## src/rtl/calc_pkg.sv

```systemverilog
// Shared types and constants for the calculator-mode entry sequencer.
package calc_pkg;

    localparam int unsigned MAX_VAL = 9999;

    localparam logic [3:0] KEY_ADD = 4'hA;
    localparam logic [3:0] KEY_SUB = 4'hB;
    localparam logic [3:0] KEY_CLR = 4'hC;
    localparam logic [3:0] KEY_EQ  = 4'hD;
    localparam logic [3:0] BCD_ERR = 4'hE;

    typedef enum logic [2:0] {
        S_A   = 3'd0,
        S_OP  = 3'd1,
        S_B   = 3'd2,
        S_RES = 3'd3,
        S_ERR = 3'd4
    } state_e;

    function automatic logic is_digit(input logic [3:0] code);
        return code <= 4'd9;
    endfunction

    function automatic logic is_op(input logic [3:0] code);
        return (code == KEY_ADD) || (code == KEY_SUB);
    endfunction

endpackage

```

## src/rtl/bin2bcd_seq.sv

```systemverilog
// Sequential double-dabble binary-to-BCD converter. The first shift is folded into
// the load so busy spans WIDTH+1 cycles from the start cycle through the done cycle.
module bin2bcd_seq #(
    parameter int unsigned WIDTH = 14
) (
    input  logic             clk,
    input  logic             rst,
    input  logic             start,
    input  logic [WIDTH-1:0] bin,
    output logic             busy,
    output logic             done,
    output logic [15:0]      bcd
);

    localparam int unsigned CW = $clog2(WIDTH + 1);

    logic             running_q;
    logic             done_q;
    logic [CW-1:0]    cnt_q;
    logic [WIDTH-1:0] bin_q;
    logic [15:0]      acc_q;

    logic [WIDTH-1:0] src_bin;
    logic [WIDTH-1:0] bin_n;
    logic [15:0]      src_acc;
    logic [15:0]      adj;
    logic [15:0]      acc_n;

    always_comb begin
        src_acc = start ? 16'h0000 : acc_q;
        src_bin = start ? bin : bin_q;
        adj     = src_acc;
        for (int i = 0; i < 4; i++) begin
            if (src_acc[4*i +: 4] >= 4'd5) begin
                adj[4*i +: 4] = src_acc[4*i +: 4] + 4'd3;
            end
        end
        acc_n = {adj[14:0], src_bin[WIDTH-1]};
        bin_n = {src_bin[WIDTH-2:0], 1'b0};
    end

    always_ff @(posedge clk) begin
        if (rst) begin
            running_q <= 1'b0;
            done_q    <= 1'b0;
            cnt_q     <= '0;
            bin_q     <= '0;
            acc_q     <= '0;
        end else begin
            done_q <= 1'b0;
            if (start) begin
                running_q <= 1'b1;
                cnt_q     <= CW'(1);
                acc_q     <= acc_n;
                bin_q     <= bin_n;
            end else if (running_q) begin
                acc_q <= acc_n;
                bin_q <= bin_n;
                cnt_q <= cnt_q + CW'(1);
                if (cnt_q == CW'(WIDTH - 1)) begin
                    running_q <= 1'b0;
                    done_q    <= 1'b1;
                end
            end
        end
    end

    assign busy = start | running_q | done_q;
    assign done = done_q;
    // Only meaningful while done is high; the top latches it then.
    assign bcd  = acc_q;

endmodule

```

## src/rtl/calc_entry_ctrl.sv

```systemverilog
// Calculator-mode sequencer: keypad events build two operands, add/sub them and
// feed the four 7-seg BCD digits through a sequential binary-to-BCD converter.
module calc_entry_ctrl
    import calc_pkg::*;
#(
    parameter int unsigned WIDTH   = 14,
    parameter int unsigned MAX_VAL = 9999
) (
    input  logic       clk,
    input  logic       rst,
    input  logic       key_down,
    input  logic [3:0] key_code,
    output logic [3:0] bcd_thousands,
    output logic [3:0] bcd_hundreds,
    output logic [3:0] bcd_tens,
    output logic [3:0] bcd_units,
    output logic       negative,
    output logic       error,
    output logic       busy,
    output logic [2:0] mode
);

    state_e           state_q, state_d;
    logic [WIDTH-1:0] a_q, a_d, b_q, b_d, res_q, res_d;
    logic [WIDTH-1:0] disp, disp_q;
    logic             sub_q, sub_d, neg_q, neg_d, err_q, err_d;
    logic             restart_q, restart_d;
    logic             key_q;
    logic [15:0]      shown_q;

    logic             key_edge, ev, clr, start;
    logic             conv_busy, conv_done;
    logic [15:0]      conv_bcd, shown;
    logic [WIDTH:0]   sum;

    function automatic logic [WIDTH-1:0] append_digit(input logic [WIDTH-1:0] acc,
                                                      input logic [3:0] d);
        logic [WIDTH+3:0] wide;
        wide = ({4'b0, acc} * (WIDTH+4)'(10)) + {{WIDTH{1'b0}}, d};
        return (acc < WIDTH'(1000)) ? wide[WIDTH-1:0] : acc;
    endfunction

    assign key_edge = key_down & ~key_q;
    assign clr      = key_edge && (key_code == KEY_CLR);
    assign ev       = key_edge && !conv_busy;
    assign sum      = {1'b0, a_q} + {1'b0, b_q};

    always_comb begin
        unique case (state_q)
            S_B:          disp = b_q;
            S_RES, S_ERR: disp = res_q;
            default:      disp = a_q;
        endcase
    end

    // Errors freeze the converter; clear forces a fresh conversion even if 0 is shown.
    assign start = (state_q != S_ERR) && ((disp != disp_q) || restart_q);

    always_comb begin
        state_d   = state_q;
        a_d       = a_q;
        b_d       = b_q;
        res_d     = res_q;
        sub_d     = sub_q;
        neg_d     = neg_q;
        err_d     = err_q;
        restart_d = 1'b0;
        if (clr) begin
            state_d   = S_A;
            a_d       = '0;
            b_d       = '0;
            neg_d     = 1'b0;
            err_d     = 1'b0;
            restart_d = 1'b1;
        end else if (ev) begin
            unique case (state_q)
                S_A: begin
                    if (is_digit(key_code)) begin
                        a_d = append_digit(a_q, key_code);
                    end else if (is_op(key_code)) begin
                        sub_d   = (key_code == KEY_SUB);
                        state_d = S_OP;
                    end
                end
                S_OP: begin
                    if (is_digit(key_code)) begin
                        b_d     = WIDTH'(key_code);
                        state_d = S_B;
                    end else if (is_op(key_code)) begin
                        sub_d = (key_code == KEY_SUB);
                    end else if (key_code == KEY_EQ) begin
                        res_d   = a_q;
                        neg_d   = 1'b0;
                        state_d = S_RES;
                    end
                end
                S_B: begin
                    if (is_digit(key_code)) begin
                        b_d = append_digit(b_q, key_code);
                    end else if (key_code == KEY_EQ) begin
                        if (!sub_q && (sum > (WIDTH+1)'(MAX_VAL))) begin
                            err_d   = 1'b1;
                            state_d = S_ERR;
                        end else if (!sub_q) begin
                            res_d   = sum[WIDTH-1:0];
                            neg_d   = 1'b0;
                            state_d = S_RES;
                        end else if (a_q >= b_q) begin
                            res_d   = a_q - b_q;
                            neg_d   = 1'b0;
                            state_d = S_RES;
                        end else begin
                            res_d   = b_q - a_q;
                            neg_d   = 1'b1;
                            state_d = S_RES;
                        end
                    end
                end
                S_RES: begin
                    if (is_digit(key_code)) begin
                        a_d     = WIDTH'(key_code);
                        b_d     = '0;
                        neg_d   = 1'b0;
                        state_d = S_A;
                    end else if (is_op(key_code) && !neg_q) begin
                        a_d     = res_q;
                        b_d     = '0;
                        sub_d   = (key_code == KEY_SUB);
                        state_d = S_OP;
                    end
                end
                default: ;
            endcase
        end
    end

    always_ff @(posedge clk) begin
        if (rst) begin
            state_q   <= S_A;
            a_q       <= '0;
            b_q       <= '0;
            res_q     <= '0;
            sub_q     <= 1'b0;
            neg_q     <= 1'b0;
            err_q     <= 1'b0;
            restart_q <= 1'b0;
            key_q     <= 1'b0;
            disp_q    <= '0;
            shown_q   <= '0;
        end else begin
            state_q   <= state_d;
            a_q       <= a_d;
            b_q       <= b_d;
            res_q     <= res_d;
            sub_q     <= sub_d;
            neg_q     <= neg_d;
            err_q     <= err_d;
            restart_q <= restart_d;
            key_q     <= key_down;
            disp_q    <= disp;
            if (conv_done) begin
                shown_q <= conv_bcd;
            end
        end
    end

    bin2bcd_seq #(
        .WIDTH (WIDTH)
    ) u_bin2bcd (
        .clk   (clk),
        .rst   (rst),
        .start (start),
        .bin   (disp),
        .busy  (conv_busy),
        .done  (conv_done),
        .bcd   (conv_bcd)
    );

    assign shown         = conv_done ? conv_bcd : shown_q;
    assign bcd_thousands = err_q ? BCD_ERR : shown[15:12];
    assign bcd_hundreds  = err_q ? BCD_ERR : shown[11:8];
    assign bcd_tens      = err_q ? BCD_ERR : shown[7:4];
    assign bcd_units     = err_q ? BCD_ERR : shown[3:0];
    assign negative      = neg_q;
    assign error         = err_q;
    assign busy          = conv_busy;
    assign mode          = state_q;

endmodule

```

## config.mk

```make
export PLATFORM = sky130hd
export DESIGN_NAME = calc_entry_ctrl
export DESIGN_NICKNAME = d
export VERILOG_FILES = /design/src/rtl/calc_pkg.sv /design/src/rtl/bin2bcd_seq.sv /design/src/rtl/calc_entry_ctrl.sv
export SDC_FILE = /design/constraint.sdc
export NUM_CORES = 1
export LEC_CHECK = 0
export CAP_MARGIN = 10
export CORE_MARGIN = 1.5
export CORE_UTILIZATION = 45
export DETAILED_ROUTE_END_ITERATION = 10
export PLACE_DENSITY = 0.62
export SYNTH_ARGS = -nofsm -noshare
export SYNTH_HDL_FRONTEND = slang
export SYNTH_HIERARCHICAL = 1
export SYNTH_SLANG_ARGS = --single-unit
```

## constraint.sdc

```tcl
create_clock -name clk -period 10.7 [get_ports clk]
set_input_delay 1.07 -clock clk [delete_from_list [all_inputs] [get_ports clk]]
set_output_delay 1.07 -clock clk [all_outputs]
set_load 0.01 [all_outputs]
```

==> results.py, run 1 <==
metrics = {
    "power": {
        "power_switching_uw": 1040,
        "power.internal_uw": 1263,
        "power_frac_clock": 0.245,
        "comb_power_share": 0.517,
        "peakVddDrop_uv": 255.1,
        "power_switching_share": 0.4516,
        "powerDensity_nw_per_um2": 215.4,
        "p_leak_uw": 0.004213,
        "seq_power_share": 0.238,
    },
    "final_layout": {
        "diodes": 0,
        "finalInstanceArea_um2": 10690,
        "drive_above_1_share": 0.05431,
        "multi_input_area_um2": 6854,
        "fin_nets": 1346,
        "seq_area_um2": 2302,
        "fillerInstances": 2102,
        "area.growth.synth_to_final_pct": 9.909,
    },
    "synth": {
        "yosysSeqAreaShare": 0.2368,
        "ys_seq_elements": 115,
        "synth_top_area_frac": 0.2368,
        "synth.area.top_cells": "dfxtp_1 (24%), ha_1 (12%), a21oi_1 (5.7%)",
        "synth_commonest_cells": "nor2_1 (143), dfxtp_1 (115), a21oi_1 (110)",
        "yosysTopAreaCell": "dfxtp_1",
        "synth_edf_count": 0,
        "syn-cell-area_um2": 9723,
        "synth.distinct_cells": 75,
        "ys.flop_type": "dfxtp_1",
        "synthCells": 1259,
        "synth.most_common_cell": "nor2_1",
        "synth_fp_nets": 1365,
        "synth_warnings": 6,
        "avgSynthCellArea_um2": 7.723,
        "async_reset_ff_frac": 0,
    },
    "sta": {
        "tightest_slew_ns": 0.9742,
        "setup-violations-final": 0,
        "fin_ws_ns": 5.164,
        "slew_headroom": 0.3452,
        "hold_viol": 0,
        "tns_ns": 0,
        "slew_violations": 0,
        "fin_crit_sh": 0.5173,
        "fmax_mhz": 180.7,
        "skew_ns": 0.01209,
        "rsz0062_at_grt": "false",
        "fin_crit_ns": 5.536,
    },
    "placement": {
        "dp_hpwl_mm": 21.50,
        "dpl_cell_area_um2": 10110,
        "io_buffers": 28,
        "gp_congestion": 0.9512,
        "pre_cts_ws_ns": 5.348,
    },
    "clock_network": {
        "clkLatencyLatePin_ns": 0.43,
        "cts.clk_slew.worst_paths_ns": 0.06,
        "cts-root-buf": "clkbuf_16",
        "cts_made_buffers": 17,
        "cts.repair.resized": 0,
        "cts_tree": "built",
        "clkSinkCount": 115,
        "cts_max_path_buffers": 2,
        "holdBufCountCts": 0,
        "cts.htree.levels": 4,
        "post-cts-setup-buffers": 0,
    },
    "global_routing": {
        "globalRoute.totalOverflow": 0,
        "antenna_found_initial": 0,
        "grt_pass1_wl_mm": 46.55,
        "first_global_vias": 8500,
        "grt_max_degree": 70,
        "grt_usage": 0.2676,
    },
    "detailed_routing": {
        "drt_iter0_drc": 758,
        "avgViaCountPerCell": 6.054,
        "drc": 0,
        "wl_mm": 29.66,
        "via_count": 9245,
        "first_pass_iters": 8,
        "ant_nets": 0,
        "post_drt_wl_per_cell_um": 19.42,
    },
    "floorplanning": {
        "die-height_um": 150.0,
        "core_um2": 21090,
        "top_level_ports": 29,
        "die_area_um2": 22500,
        "start_util": 0.4611,
        "rows": 53,
        "die_width_um": 150.0,
    },
    "setup_path": {
        "path_max_fanout": 31,
        "worstPathRequired_ns": 9.63,
        "worstPathArrival_ns": 4.47,
        "cp-start-kind": "flop",
        "endpoint_kind": "primary output",
        "worstSetupPathType": "reg -> out",
    },
    "flow_run": {
        "maxCapViolCount": 0,
    },
    "worst_hold_path": {
        "min_path_type": "reg -> reg",
    },
    "run_status": {
        "status": "completed",
    },
}
per-layer routing:
layer | GRT usage | part of all wire | vias to the layer above
met2 | 0.4429 | 0.47 | 334
met4 | 0.1078 | 0.032 | 2
li1 | - | - | 4505
met1 | 0.3408 | 0.44 | 4335
met5 | 0.01818 | 0.0015 | -
met3 | 0.04756 | 0.061 | 69
placed cells by master (no fill, tap or decap), types with 37 or more instances in the layout:
cell type / instances
nand2b_1: 37
mux2i_1: 41
nor2_1: 143
dfxtp_1: 115
a21oi_1: 110
ha_1: 92
nand2_1: 71
xnor2_1: 39
o21ai_0: 66
inv_1: 65
sequential cells by signal (all words and copies together), names as in the netlist:
register / cells
negative: 1
sub_q: 1
key_q: 1
a_q: 14
u_bin2bcd/running_q: 1
mode: 3
b_q: 14
u_bin2bcd/bcd: 16
restart_q: 1
disp_q: 14
shown_q: 16
error: 1
u_bin2bcd/bin_q: 13
u_bin2bcd/done: 1
res_q: 14
u_bin2bcd/cnt_q: 4
kinds of logic after synthesis:
group                      count (synthesis)  share of synthesized area
DFF                                      115                     0.2368
adders and majority gates                 99                     0.1328
muxes                                     42                    0.04337
and+or+nand+nor                          429                     0.2199
AOI/OAI and AO/OA                        365                     0.2481
xor gates and xnor gates                  65                    0.05855
buffers and inverters                    144                    0.06048
path summary, 6_finish.rpt:
check,from,endpoint,slack [ns],cells after the start
setup reg to reg,mode[2]$_SDFFE_PP0P_,a_q[5]$_SDFFE_PP0P_,5.18,14
hold reg to reg,shown_q[0]$_SDFF_PP0_,shown_q[0]$_SDFF_PP0_,0.49,2
hold / removal,shown_q[0]$_SDFF_PP0_,shown_q[0]$_SDFF_PP0_,0.49,2
setup / recovery,mode[2]$_SDFFE_PP0P_,busy,5.16,10
per-stage QoR:
step	power, µW	util	std cells	hold slack [ns]
after floorplan	1422	-	1259	0.4443
after global placement	1729	0.4792	1496	0.4687
after detailed placement	1726	0.4792	1496	0.4788
after CTS	2292	0.5068	1527	0.4943
after global routing	2450	0.5068	1527	0.5154
final	2302	0.5068	1527	0.4873
power groups by stage:
stage,Sequential [µW],Combinational (µW),Clock [µW]
after CTS,545,1180,568
after global placement,556,1170,0
after floorplan,523,898,0
after global routing,551,1310,589
final,547,1190,564
after detailed placement,554,1170,0
worst max-delay path, cell delays in order (launching register included):
cell and delay [ns]:
dfxtp_1 0.93, inv_1 0.42, nand2_1 0.42, nand2_1 0.18, o22ai_1 0.18, a21oi_1 0.10, xor2_1 0.18, nor4_1 0.49
a31oi_4 0.15, or3_1 0.44, clkdlybuf4s50_1 0.55
cell type report:
cell class,count,share of cell area
multi-input combinational,1000,0.6414
sequential,115,0.2154
clock buffer,17,0.03981
timing repair buffer,38,0.03278
tap,275,0.03220
clock inverter,14,0.01452
inverter,68,0.02388
Power figures use the tool's default switching activity.
==> run 2, diff against run 1 <==
==> constraint.sdc (replaced) <==
create_clock -name clk -period 5.35 [get_ports clk]
set_input_delay 0.535 -clock clk [delete_from_list [all_inputs] [get_ports clk]]
set_output_delay 0.535 -clock clk [all_outputs]
set_load 0.01 [all_outputs]
==> results.py, run 2 (same netlist as run 1, synthesis figures left out) <==
metrics = {
    "run_status": {
        "status": "completed",
    },
    "clock_network": {
        "cts-root-buf": "clkbuf_16",
        "post-cts-setup-buffers": 0,
        "cts.clk_slew.worst_paths_ns": 0.06,
        "clkSinkCount": 115,
        "cts.htree.levels": 4,
        "clkLatencyLatePin_ns": 0.42,
        "cts_max_path_buffers": 2,
        "cts_made_buffers": 17,
        "cts_tree": "built",
        "cts.repair.resized": 0,
        "holdBufCountCts": 0,
    },
    "final_layout": {
        "fin_util": 0.5150,
        "final_common_cell": "nor2_1",
        "multi_input_area_um2": 6859,
        "seq_area_um2": 2302,
        "diodes": 0,
        "drive_above_1_share": 0.06856,
        "fin_nets": 1362,
        "area.growth.synth_to_final_pct": 11.70,
        "fillerInstances": 2074,
        "final_cell_mix": "nor2_1 (143), dfxtp_1 (115), a21oi_1 (110)",
    },
    "detailed_routing": {
        "ant_nets": 0,
        "avgViaCountPerCell": 6.058,
        "wl_mm": 29.55,
        "drc": 0,
        "first_pass_iters": 7,
        "drt_iter0_drc": 909,
        "via_count": 9354,
        "post_drt_wl_per_cell_um": 19.14,
    },
    "setup_path": {
        "slowest_delay_ns": 0.87,
        "cp-start-kind": "flop",
        "worstPathArrival_ns": 5.42,
        "worstPathRequired_ns": 5.69,
        "crit_path_top_delay_cell": "or4_1",
        "worstSetupPathType": "reg -> reg",
        "path_max_fanout": 16,
        "worstPathCellList": "inv_1 -> ha_1 -> nor2b_1 -> o311ai_0 -> nand2_1 -> xnor2_1 -> a2111oi_2 -> o2111ai_1 -> and3_4 -> or4_1 -> a221o_1 -> a21oi_1",
        "endpoint_kind": "flop",
    },
    "sta": {
        "fmax_mhz": 197.0,
        "tightest_slew_ns": 1.064,
        "slew_headroom": 0.2897,
        "slew_violations": 0,
        "rsz0062_at_grt": "false",
        "fin_ws_ns": 0.2726,
        "fin_crit_sh": 0.9490,
        "hold_ws_ns": 0.4868,
        "setup-violations-final": 0,
        "fin_crit_ns": 5.077,
        "tns_ns": 0,
        "hold_viol": 0,
        "skew_ns": 0.01171,
    },
    "placement": {
        "io_buffers": 28,
        "dp_hpwl_mm": 21.89,
        "gp_congestion": 0.9626,
        "pre_cts_ws_ns": 0.4353,
    },
    "floorplanning": {
        "top_level_ports": 29,
        "die_area_um2": 22500,
        "rows": 53,
        "die-height_um": 150.0,
        "die_width_um": 150.0,
        "start_util": 0.4611,
        "core_um2": 21090,
    },
    "global_routing": {
        "grt_usage": 0.2712,
        "globalRoute.totalOverflow": 0,
        "antenna_found_initial": 0,
        "first_global_vias": 8726,
        "grt_max_degree": 42,
        "grt_pass1_wl_mm": 47.78,
    },
    "worst_hold_path": {
        "min_path_type": "reg -> reg",
    },
    "power": {
        "p_leak_uw": 0.004336,
        "powerDensity_nw_per_um2": 435.4,
        "peakVddDrop_uv": 424.1,
        "total_power_uw": 4729,
    },
    "flow_run": {
        "maxCapViolCount": 0,
    },
}
## run 2: changes by cell type in the layout (fill, tap and decap cells not counted), sizes merged
cell,previous run,this run
clkinv,4,7
bufinv,2,4
clkinvlp,5,1
buf,11,27
## run 2: stage by stage
step                area (µm²)  instances
CTS                      10860       1544
global placement         10230       1512
finish                   10860       1544
global route             10860       1544
detailed placement       10230       1512
floorplan                 9723       1259
## run 2: final timing paths
kind	from	to	slack (ns)	cells after the start
min	shown_q[1]$_SDFF_PP0_	shown_q[1]$_SDFF_PP0_	0.49	2
max reg2reg	a_q[3]$_SDFFE_PP0P_	res_q[1]$_SDFFE_PP0P_	0.27	12
max	a_q[3]$_SDFFE_PP0P_	res_q[1]$_SDFFE_PP0P_	0.27	12
min reg2reg	shown_q[1]$_SDFF_PP0_	shown_q[1]$_SDFF_PP0_	0.49	2
## run 2: metal layers
metal  track usage  vias up  part of all wire
met5             0        -                 0
met2        0.4296      306              0.46
met1        0.3688     4451              0.46
met3       0.05061       54             0.062
li1              -     4543                 -
met4       0.08922        0             0.026
## run 2: area by class of cell
class | instances | share of cell area
clock buffer | 17 | 0.03917
clock inverter | 15 | 0.01878
timing repair buffer | 54 | 0.04332
sequential | 115 | 0.2120
inverter | 68 | 0.02350
tap | 275 | 0.03168
multi-input combinational | 1000 | 0.6316
## run 2: critical path, delay by kind of cell (launching register included)
kind | cells | cell delay [ns]
buf+inv | 1 | 0.18
fa+ha+maj | 1 | 0.56
simple gates | 4 | 1.61
compound gates | 5 | 1.82
flops | 1 | 0.59
xor+xnor | 1 | 0.22
## run 2: power by group
part,switching (µW),leakage (µW),total [µW],internal (µW)
Clock,456,0.000308,1240,784
Sequential,123,0.000929,1070,945
Combinational,1510,0.00310,2420,906
==> run 3, diff against run 2 <==
--- a/config.mk
+++ b/config.mk
@@ -6,7 +6,7 @@
 export NUM_CORES = 1
 export LEC_CHECK = 0
 export CAP_MARGIN = 10
-export CORE_MARGIN = 1.5
+export CORE_MARGIN = 2
 export CORE_UTILIZATION = 45
 export DETAILED_ROUTE_END_ITERATION = 10
 export PLACE_DENSITY = 0.62
==> constraint.sdc (replaced) <==
create_clock -name clk -period 5.35 [get_ports clk]
set_input_delay 0.535 -clock clk [delete_from_list [all_inputs] [get_ports clk]]
set_output_delay 0.535 -clock clk [all_outputs]
set_load 0.1 [all_outputs]
==> results.py, run 3 (same netlist as run 1, synthesis figures left out) <==
metrics = {
    "flow_run": {
        "maxCapViolCount": 0,
    },
    "detailed_routing": {
        "post_drt_wl_per_cell_um": 19.18,
        "wl_mm": 29.69,
        "routed.top_layer": "met4",
        "wl_met3_mm": 2.002,
        "routed-wl-met2_mm": 13.54,
        "drt_iter0_drc": 817,
        "via_count": 9331,
        "met1_length_mm": 13.04,
        "first_pass_iters": 5,
        "avgViaCountPerCell": 6.028,
        "drc": 0,
        "ant_nets": 0,
    },
    "clock_network": {
        "cts_tree": "built",
        "cts_made_buffers": 17,
        "cts-root-buf": "clkbuf_16",
        "clkLatencyLatePin_ns": 0.42,
        "cts.htree.levels": 4,
        "holdBufCountCts": 0,
        "clkSinkCount": 115,
        "cts_max_path_buffers": 2,
        "cts.clk_slew.worst_paths_ns": 0.06,
    },
    "power": {
        "comb_power_share": 0.542,
        "power_frac_clock": 0.242,
        "powerDensity_nw_per_um2": 444.8,
        "power.internal_uw": 2687,
        "p_leak_uw": 0.004362,
        "total_power_uw": 4847,
        "power_switching_share": 0.4455,
        "peakVddDrop_uv": 566.2,
        "power_switching_uw": 2159,
        "seq_power_share": 0.216,
    },
    "placement": {
        "gp_congestion": 0.9949,
        "dp_hpwl_mm": 21.93,
        "io_buffers": 28,
    },
    "worst_hold_path": {
        "min_path_type": "reg -> reg",
        "holdPathStages": 2,
        "hp-start": "u_bin2bcd/cnt_q[3]$_SDFFE_PP0P_",
        "hold_end": "u_bin2bcd/done$_SDFF_PP0_",
    },
    "floorplanning": {
        "rows": 53,
        "core_um2": 21090,
        "top_level_ports": 29,
        "die_area_um2": 22800,
        "die_width_um": 151.0,
        "die-height_um": 151.0,
        "start_util": 0.4611,
    },
    "setup_path": {
        "path_max_fanout": 31,
        "worstPathRequired_ns": 5.63,
        "rr_endpoint": "a_q[13]$_SDFFE_PP0P_",
        "endpoint_kind": "flop",
        "worstRegToRegCells": 14,
        "cp-start-kind": "flop",
        "worstSetupPathType": "reg -> reg",
        "ff2ff_setup_slack_ns": 0.55,
        "worstPathArrival_ns": 5.08,
        "r2r_start": "mode[2]$_SDFFE_PP0P_",
    },
    "global_routing": {
        "grt_max_degree": 42,
        "antenna_found_initial": 0,
        "first_global_vias": 8523,
        "globalRoute.totalOverflow": 0,
        "grt_usage": 0.2643,
        "grt_pass1_wl_mm": 46.78,
    },
    "sta": {
        "tns_ns": 0,
        "fin_crit_sh": 0.8978,
        "slew_violations": 0,
        "hold_viol": 0,
        "tightest_slew_ns": 1.029,
        "setup-violations-final": 0,
        "rsz0062_at_grt": "false",
        "fmax_mhz": 208.2,
        "slew_headroom": 0.3132,
        "fin_crit_ns": 4.803,
        "skew_ns": 0.01344,
    },
    "final_layout": {
        "area.growth.synth_to_final_pct": 12.07,
        "final_cell_mix": "nor2_1 (143), dfxtp_1 (114), a21oi_1 (110)",
        "final_common_cell": "nor2_1",
        "fin_nets": 1368,
        "drive_above_1_share": 0.07306,
        "diodes": 0,
    },
    "run_status": {
        "status": "completed",
    },
}
-- run 3: routing by layer --
layer | vias up | GRT usage
met5 | - | 0
met4 | 0 | 0.1126
met3 | 77 | 0.04669
met2 | 341 | 0.4248
met1 | 4363 | 0.3489
li1 | 4550 | -
-- run 3: per-stage QoR --
stage | util | cell area, µm² | hold slack [ns] | cells | setup slack [ns]
3_5_place_dp | 0.4876 | 10280 | 0.4777 | 1518 | 0.3986
2_1_floorplan | - | 9724 | 0.4443 | 1259 | 0.07671
4_1_cts | 0.5165 | 10890 | 0.4874 | 1548 | 0.3982
3_3_place_gp | 0.4876 | 10280 | 0.4711 | 1518 | 0.5533
6_report | 0.5167 | 10900 | 0.4830 | 1548 | 0.5468
5_1_grt | 0.5167 | 10900 | 0.5101 | 1548 | 0.1238
-- run 3: area by class of cell --
class,count,area (µm²)
clock buffers,21,480.5
clock inverters,9,128.9
fillers,2068,10190
inverters,68,255.2
multi-input cells,1000,6859
flip-flops and latches,115,2303
well taps,275,344.1
repair buffers,60,525.5
-- run 3: power groups by stage --
stage	combinational, µW	clock [µW]	sequential (µW)
floorplan	1890	0	1060
global placement	2560	0	1060
detailed placement	2570	0	1060
CTS	2580	1190	1050
global route	2840	1230	1060
finish	2630	1170	1050
-- run 3: how the worst max path moves through the flow --
stage                       endpoint                  from
6_report        a_q[13]$_SDFFE_PP0P_  mode[2]$_SDFFE_PP0P_
5_1_grt          b_q[8]$_SDFFE_PP0P_  mode[2]$_SDFFE_PP0P_
3_5_place_dp    a_q[13]$_SDFFE_PP0P_  mode[2]$_SDFFE_PP0P_
2_1_floorplan  res_q[3]$_SDFFE_PP0P_  mode[0]$_SDFFE_PP0P_
3_3_place_gp     a_q[8]$_SDFFE_PP0P_  mode[2]$_SDFFE_PP0P_
4_1_cts         a_q[13]$_SDFFE_PP0P_  mode[2]$_SDFFE_PP0P_
-- run 3: critical path, cell delays in order, from the launching register on --
cell,delay [ns]
dfxtp_2,0.63
nand2b_1,0.38
nor2_1,0.32
nor2_1,0.06
o21ai_0,0.33
xor2_1,0.18
nand4_1,0.10
nor4_1,0.39
a31oi_4,0.14
or3_1,0.48
or3_1,0.47
a21oi_1,0.37
nand2_2,0.38
a221oi_1,0.34
nor3_1,0.09
-- run 3: what timing repair did --
action	CTS	global route
endpoints found under the hold margin	0	0
resized for setup	0	3
endpoints found under the setup margin	0	17
buffers inserted	0	0
==> edit 1 (settings of run 2) <==
`WIDTH` is set to 14 in 2 places; all go to 12.
--- a/src/rtl/bin2bcd_seq.sv
+++ b/src/rtl/bin2bcd_seq.sv
@@ -1,7 +1,7 @@
 // Sequential double-dabble binary-to-BCD converter. The first shift is folded into
 // the load so busy spans WIDTH+1 cycles from the start cycle through the done cycle.
 module bin2bcd_seq #(
-    parameter int unsigned WIDTH = 14
+    parameter int unsigned WIDTH = 12
 ) (
     input  logic             clk,
     input  logic             rst,
--- a/src/rtl/calc_entry_ctrl.sv
+++ b/src/rtl/calc_entry_ctrl.sv
@@ -3,7 +3,7 @@
 module calc_entry_ctrl
     import calc_pkg::*;
 #(
-    parameter int unsigned WIDTH   = 14,
+    parameter int unsigned WIDTH   = 12,
     parameter int unsigned MAX_VAL = 9999
 ) (
     input  logic       clk,
Behaviour: same outputs for any inputs over 4 cycles, from zero or initial values and one cycle with rst high; that may be too few to reach the edited logic, so the function may still have changed.
==> edit 1 against run 2 <==
  * Hold slack lost 0.0055 ns
  * Critical path type unchanged
  * Largest power group unchanged
  * Wire length shrank 17%
  * First-iteration DRC count shrank 6.3%
  * Clock power shrank 49%
  * Non-clock buffer count shrank 13
  * Setup slack gained 0.30 ns
  * Clock skew shrank 0.0027 ns
  * Count of clock-buffer cells in the layout shrank 7
  * Synthesized area shrank 12%
  * Power shrank 10%
  * Sequential cell count shrank 10
  * Cell area shrank 15%
==> edit 1: results (changes against run 2) <==
* Status: complete, no violations (unchanged)
* Hpwl dp at 18.2 mm (was 21.9 mm)
* Met3 Use GR at 3.94% (was 5.06%)
* WHS at 0.481 ns (was 0.487 ns)
* FILL cells at 1854 (was 2074)
* Worst path arrival time at 4.97 ns (was 5.42 ns)
* Seq/Total Area, Yosys at 24.5% (was 23.7%)
* Leakage at 3.69 nW (was 4.34 nW)
* Clk_skew at 0.00903 ns (was 0.0117 ns)
* Avg Vias per Cell at 6.02 (was 6.06)
* First DRT Iteration DRCs at 852 (was 909)
* Skew-Pair Late Insertion Delay at 0.35 ns (was 0.42 ns)
* Metal-1 WL at 12.0 mm (was 13.5 mm)
* Synth unique cells at 86 (was 75)
* Metal3 WL at 1.70 mm (was 1.82 mm)
* Placed cells at 1300 (was 1512)
* Synthesized Nets at 1171 (was 1365)
* Flop2flop setup slack at 0.57 ns (was 0.27 ns)
* Share of cells above drive strength 1 at 5.27% (was 6.86%)
* R2R depth at 14 (was 12)
* Num CTS Buffers at 9 (was 17)
* Worst slew pin tran at 1.12 ns (was 1.06 ns)
* Hold Startpoint: u_bin2bcd/bcd[15] (was shown_q[1])
* Clock group at 629 uW (was 1.24 mW)
* Layout area overhead at 8.11% (was 11.7%)
* Met2 usage at 38.0% (was 43.0%)
* RD Place Congestion at 0.966 (was 0.963)
* Tot GR Track Use at 24.8% (was 27.1%)
* Wire per inst at 18.6 um (was 19.1 um)
* Setup Slack @ Placement at 0.504 ns (was 0.435 ns)
[edit 1: changes by cell type after synthesis, moves of 12 or more]
cell,before,now
a21oi_1,110,67
clkbuf_1,55,39
ha_1,92,77
nand2b_1,37,52
o211ai_1,8,20
o21ai_0,66,44
o221ai_1,19,6
or3_1,26,12
xor2_1,26,14
[edit 1: logic make-up after synthesis]
family          count (synthesis)  share of synthesized area, %
mux                            44                          5.16
simple gates                  397                          23.3
xor+xnor                       50                          5.43
fa+ha+maj                      84                          12.9
buf+inv                       119                          5.82
compound gates                281                          22.9
flops                         105                          24.5
[edit 1: area by class of cell]
| class | count | share of cell area (%) |
|---|---|---|
| Tap cell | 234 | 3.16 |
| Sequential cell | 105 | 22.7 |
| Clock buffer | 10 | 2.47 |
| Timing Repair Buffer | 41 | 4.02 |
| Inverter | 64 | 2.59 |
| Multi-Input combinational cell | 856 | 64.5 |
| Clock inverter | 6 | 0.553 |
[edit 1: how the worst max path moves through the flow]
| stage | start | end | depth (start not counted) | slack [ns] |
|---|---|---|---|---|
| floorplan | mode[0] | res_q[11] | 18 | 1.01 |
| global placement | mode[1] | b_q[10] | 14 | 0.61 |
| detailed placement | mode[2] | b_q[1] | 13 | 0.50 |
| CTS | mode[2] | b_q[1] | 13 | 0.49 |
| global route | mode[1] | b_q[10] | 15 | 0.16 |
| finish | mode[1] | b_q[1] | 14 | 0.57 |
[edit 1: critical path, stage by stage, from the launching register on]
cell and delay (ns):
dfxtp_1 0.59, nand2b_1 0.13, or2_0 0.40, buf_4 0.26, o221ai_1 0.29, xnor2_1 0.12
nor4_1 0.27, nand4_1 0.14, o41a_1 0.33, or3_1 0.42, or3_1 0.45, a31oi_1 0.32
o21ai_1 0.43, a211oi_1 0.38, a211oi_1 0.08
==> edit 2 (config.mk and constraints of run 2) <==
Without the edit above. Compare `cnt_q` against `CW'(WIDTH - 1)` with >= in place of ==.
--- a/src/rtl/bin2bcd_seq.sv
+++ b/src/rtl/bin2bcd_seq.sv
@@ -57,7 +57,7 @@
                 acc_q <= acc_n;
                 bin_q <= bin_n;
                 cnt_q <= cnt_q + CW'(1);
-                if (cnt_q == CW'(WIDTH - 1)) begin
+                if (cnt_q >= CW'(WIDTH - 1)) begin
                     running_q <= 1'b0;
                     done_q    <= 1'b1;
                 end
Formal check against the unedited RTL: same outputs for any inputs over 4 cycles, from zero or initial values and one cycle with rst high; that may be too few to reach the edited logic, so the function may still have changed.
==> edit 2 against run 2 <==
  * Synthesized cell count is essentially flat
  * Power grew 1.3%
  * Cell area grew 0.31%
  * Sequential cell count is the same
  * Via count grew 0.44%
  * Hold slack lost 0.0021 ns
  * Wire length shrank 0.33%
  * Clock skew shrank 0.0016 ns
  * Largest cell class unchanged
  * Global-route usage shrank 0.29 points
  * Setup slack gained 0.27 ns
  * Synthesized area grew 0.72%
  * Sequential share of layout area shrank 0.066 points
  * Final cell count shrank 0.19%
  * Largest power group unchanged
==> edit 2: results (changes against run 2) <==
* Initial antenna violation count at 0 (unchanged)
* Max incr delay on CP at 0.83 ns (was 0.87 ns)
* Final WL at 29.5 mm (about the same)
* Post-synthesis xor/xnor area fraction at 5.81% (was 5.86%)
* Delay-heaviest family, CP: simple AND/OR/NAND/NOR gates (was compound AO/OA/AOI/OAI gates)
* Placed cells at 1511 (was 1512)
* Sw Share at 44.6% (was 44.3%)
* Worst IR Drop VDD at 0.242 mV (was 0.424 mV)
* CP max FO at 24 (was 16)
* Synth top area cells: dfxtp_1 (24%), ha_1 (12%), a21oi_1 (5.2%), nor2_1 (4.6%), nand2_1 (4.1%) (was dfxtp_1 (24%), ha_1 (12%), a21oi_1 (5.7%), nor2_1 (5.5%), mux2i_1 (4.2%))
* Synthesized Nets at 1366 (was 1365)
* Synth unique cells at 77 (was 75)
* First DRT Iteration DRCs at 731 (was 909)
* Clk_skew at 0.0101 ns (was 0.0117 ns)
* Leakage at 4.27 nW (was 4.34 nW)
* Wire per inst at 19.1 um (about the same)
* Status: complete, no violations (unchanged)
* RD Place Congestion at 0.976 (was 0.963)
* Synth Area in Compound Gates at 25.1% (was 24.8%)
* First-pass GRT wire length at 47.1 mm (was 47.8 mm)
* Largest net degree at the start of global routing at 49 (was 42)
* Max-slew headroom at 22.5% (was 29.0%)
* Hpwl dp at 21.7 mm (was 21.9 mm)
* Post-DP Area at 10300 sq um (was 10200 sq um)
* Setup Slack @ Placement at 0.544 ns (was 0.435 ns)
* Avg Vias per Cell at 6.10 (was 6.06)
* Clk pin slew, worst setup/hold paths at 0.06 ns (about the same)
* Vias in the first global route at 8686 (was 8726)
* Share of cells above drive strength 1 at 7.98% (was 6.86%)
* Post-synth top cells: nor2_1 (121), dfxtp_1 (115), nand2_1 (106) (was nor2_1 (143), dfxtp_1 (115), a21oi_1 (110))
* Tot GR Track Use at 26.8% (was 27.1%)
* Syn avg cell area at 7.77 sq um (was 7.72 sq um)
* Seq/Total Area, Yosys at 23.5% (was 23.7%)
* Worst path arrival time at 5.16 ns (was 5.42 ns)
* Pre-Repair DR Iteration Count at 5 (was 7)
* Adder-Cell Fraction of Synth Area at 13.2% (was 13.3%)
edit 2: final timing paths:
path | startpoint | end | slack (ns) | depth (start not counted)
worst min register to register | shown_q[12] | shown_q[12] | 0.48 | 2
worst max register to register | mode[2] | res_q[3] | 0.54 | 14
worst max-delay path | mode[2] | res_q[3] | 0.54 | 14
worst min-delay path | shown_q[12] | shown_q[12] | 0.48 | 2
edit 2: power groups by stage:
stage | logic (mW) | registers [mW] | clock network (mW)
finish | 2.49 | 1.11 | 1.20
global route | 2.71 | 1.12 | 1.25
CTS | 2.43 | 1.10 | 1.20
detailed placement | 2.42 | 1.12 | 0
global placement | 2.41 | 1.12 | 0
floorplan | 1.85 | 1.08 | 0
edit 2: layer usage:
metal	wire [um]	track usage, %	share of wire [%]	vias to the layer above
li1	-	-	-	4540
met3	2370	6.73	8.0	48
met2	13100	41.7	44	326
met4	607	7.25	2.1	0
met1	13400	36.8	45	4481
met5	0	0	0	-
edit 2: kinds of logic (layout without fill, tap and decap cells):
family | Yosys count | count (layout)
AND/OR/NAND/NOR | 429 | 429
flip-flops | 115 | 115
XOR/XNOR | 65 | 65
buffers and inverters | 148 | 154
AO/OA/AOI/OAI | 362 | 362
adder cells (fa/ha/maj) | 99 | 99
multiplexers | 42 | 42
edit 2: what timing repair did:
action	CTS	global route
endpoints found under the setup margin	0	9
hold endpoints to repair	0	0
resized for setup	0	2
edit 2: per-stage QoR:
stage / power (mW) / utilization, %
final: 4.79 / 51.5
after global routing: 5.08 / 51.5
after CTS: 4.74 / 51.5
after detailed placement: 3.54 / 48.6
after global placement: 3.53 / 48.6
after floorplan: 2.92 / -
edit 2: worst min-delay path, stage by stage (launching register included):
cell	delay (ns)
dfxtp_1	0.30
mux2i_1	0.07
nor2_1	0.08
edit 2: cell type report:
class | count | area [sq um]
clock inverter | 9 | 155
sequential | 115 | 2300
tap | 275 | 344
fill | 2053 | 10300
timing repair buffer | 53 | 463
clock buffer | 21 | 460
inverter | 71 | 267
multi-input combinational | 997 | 6900
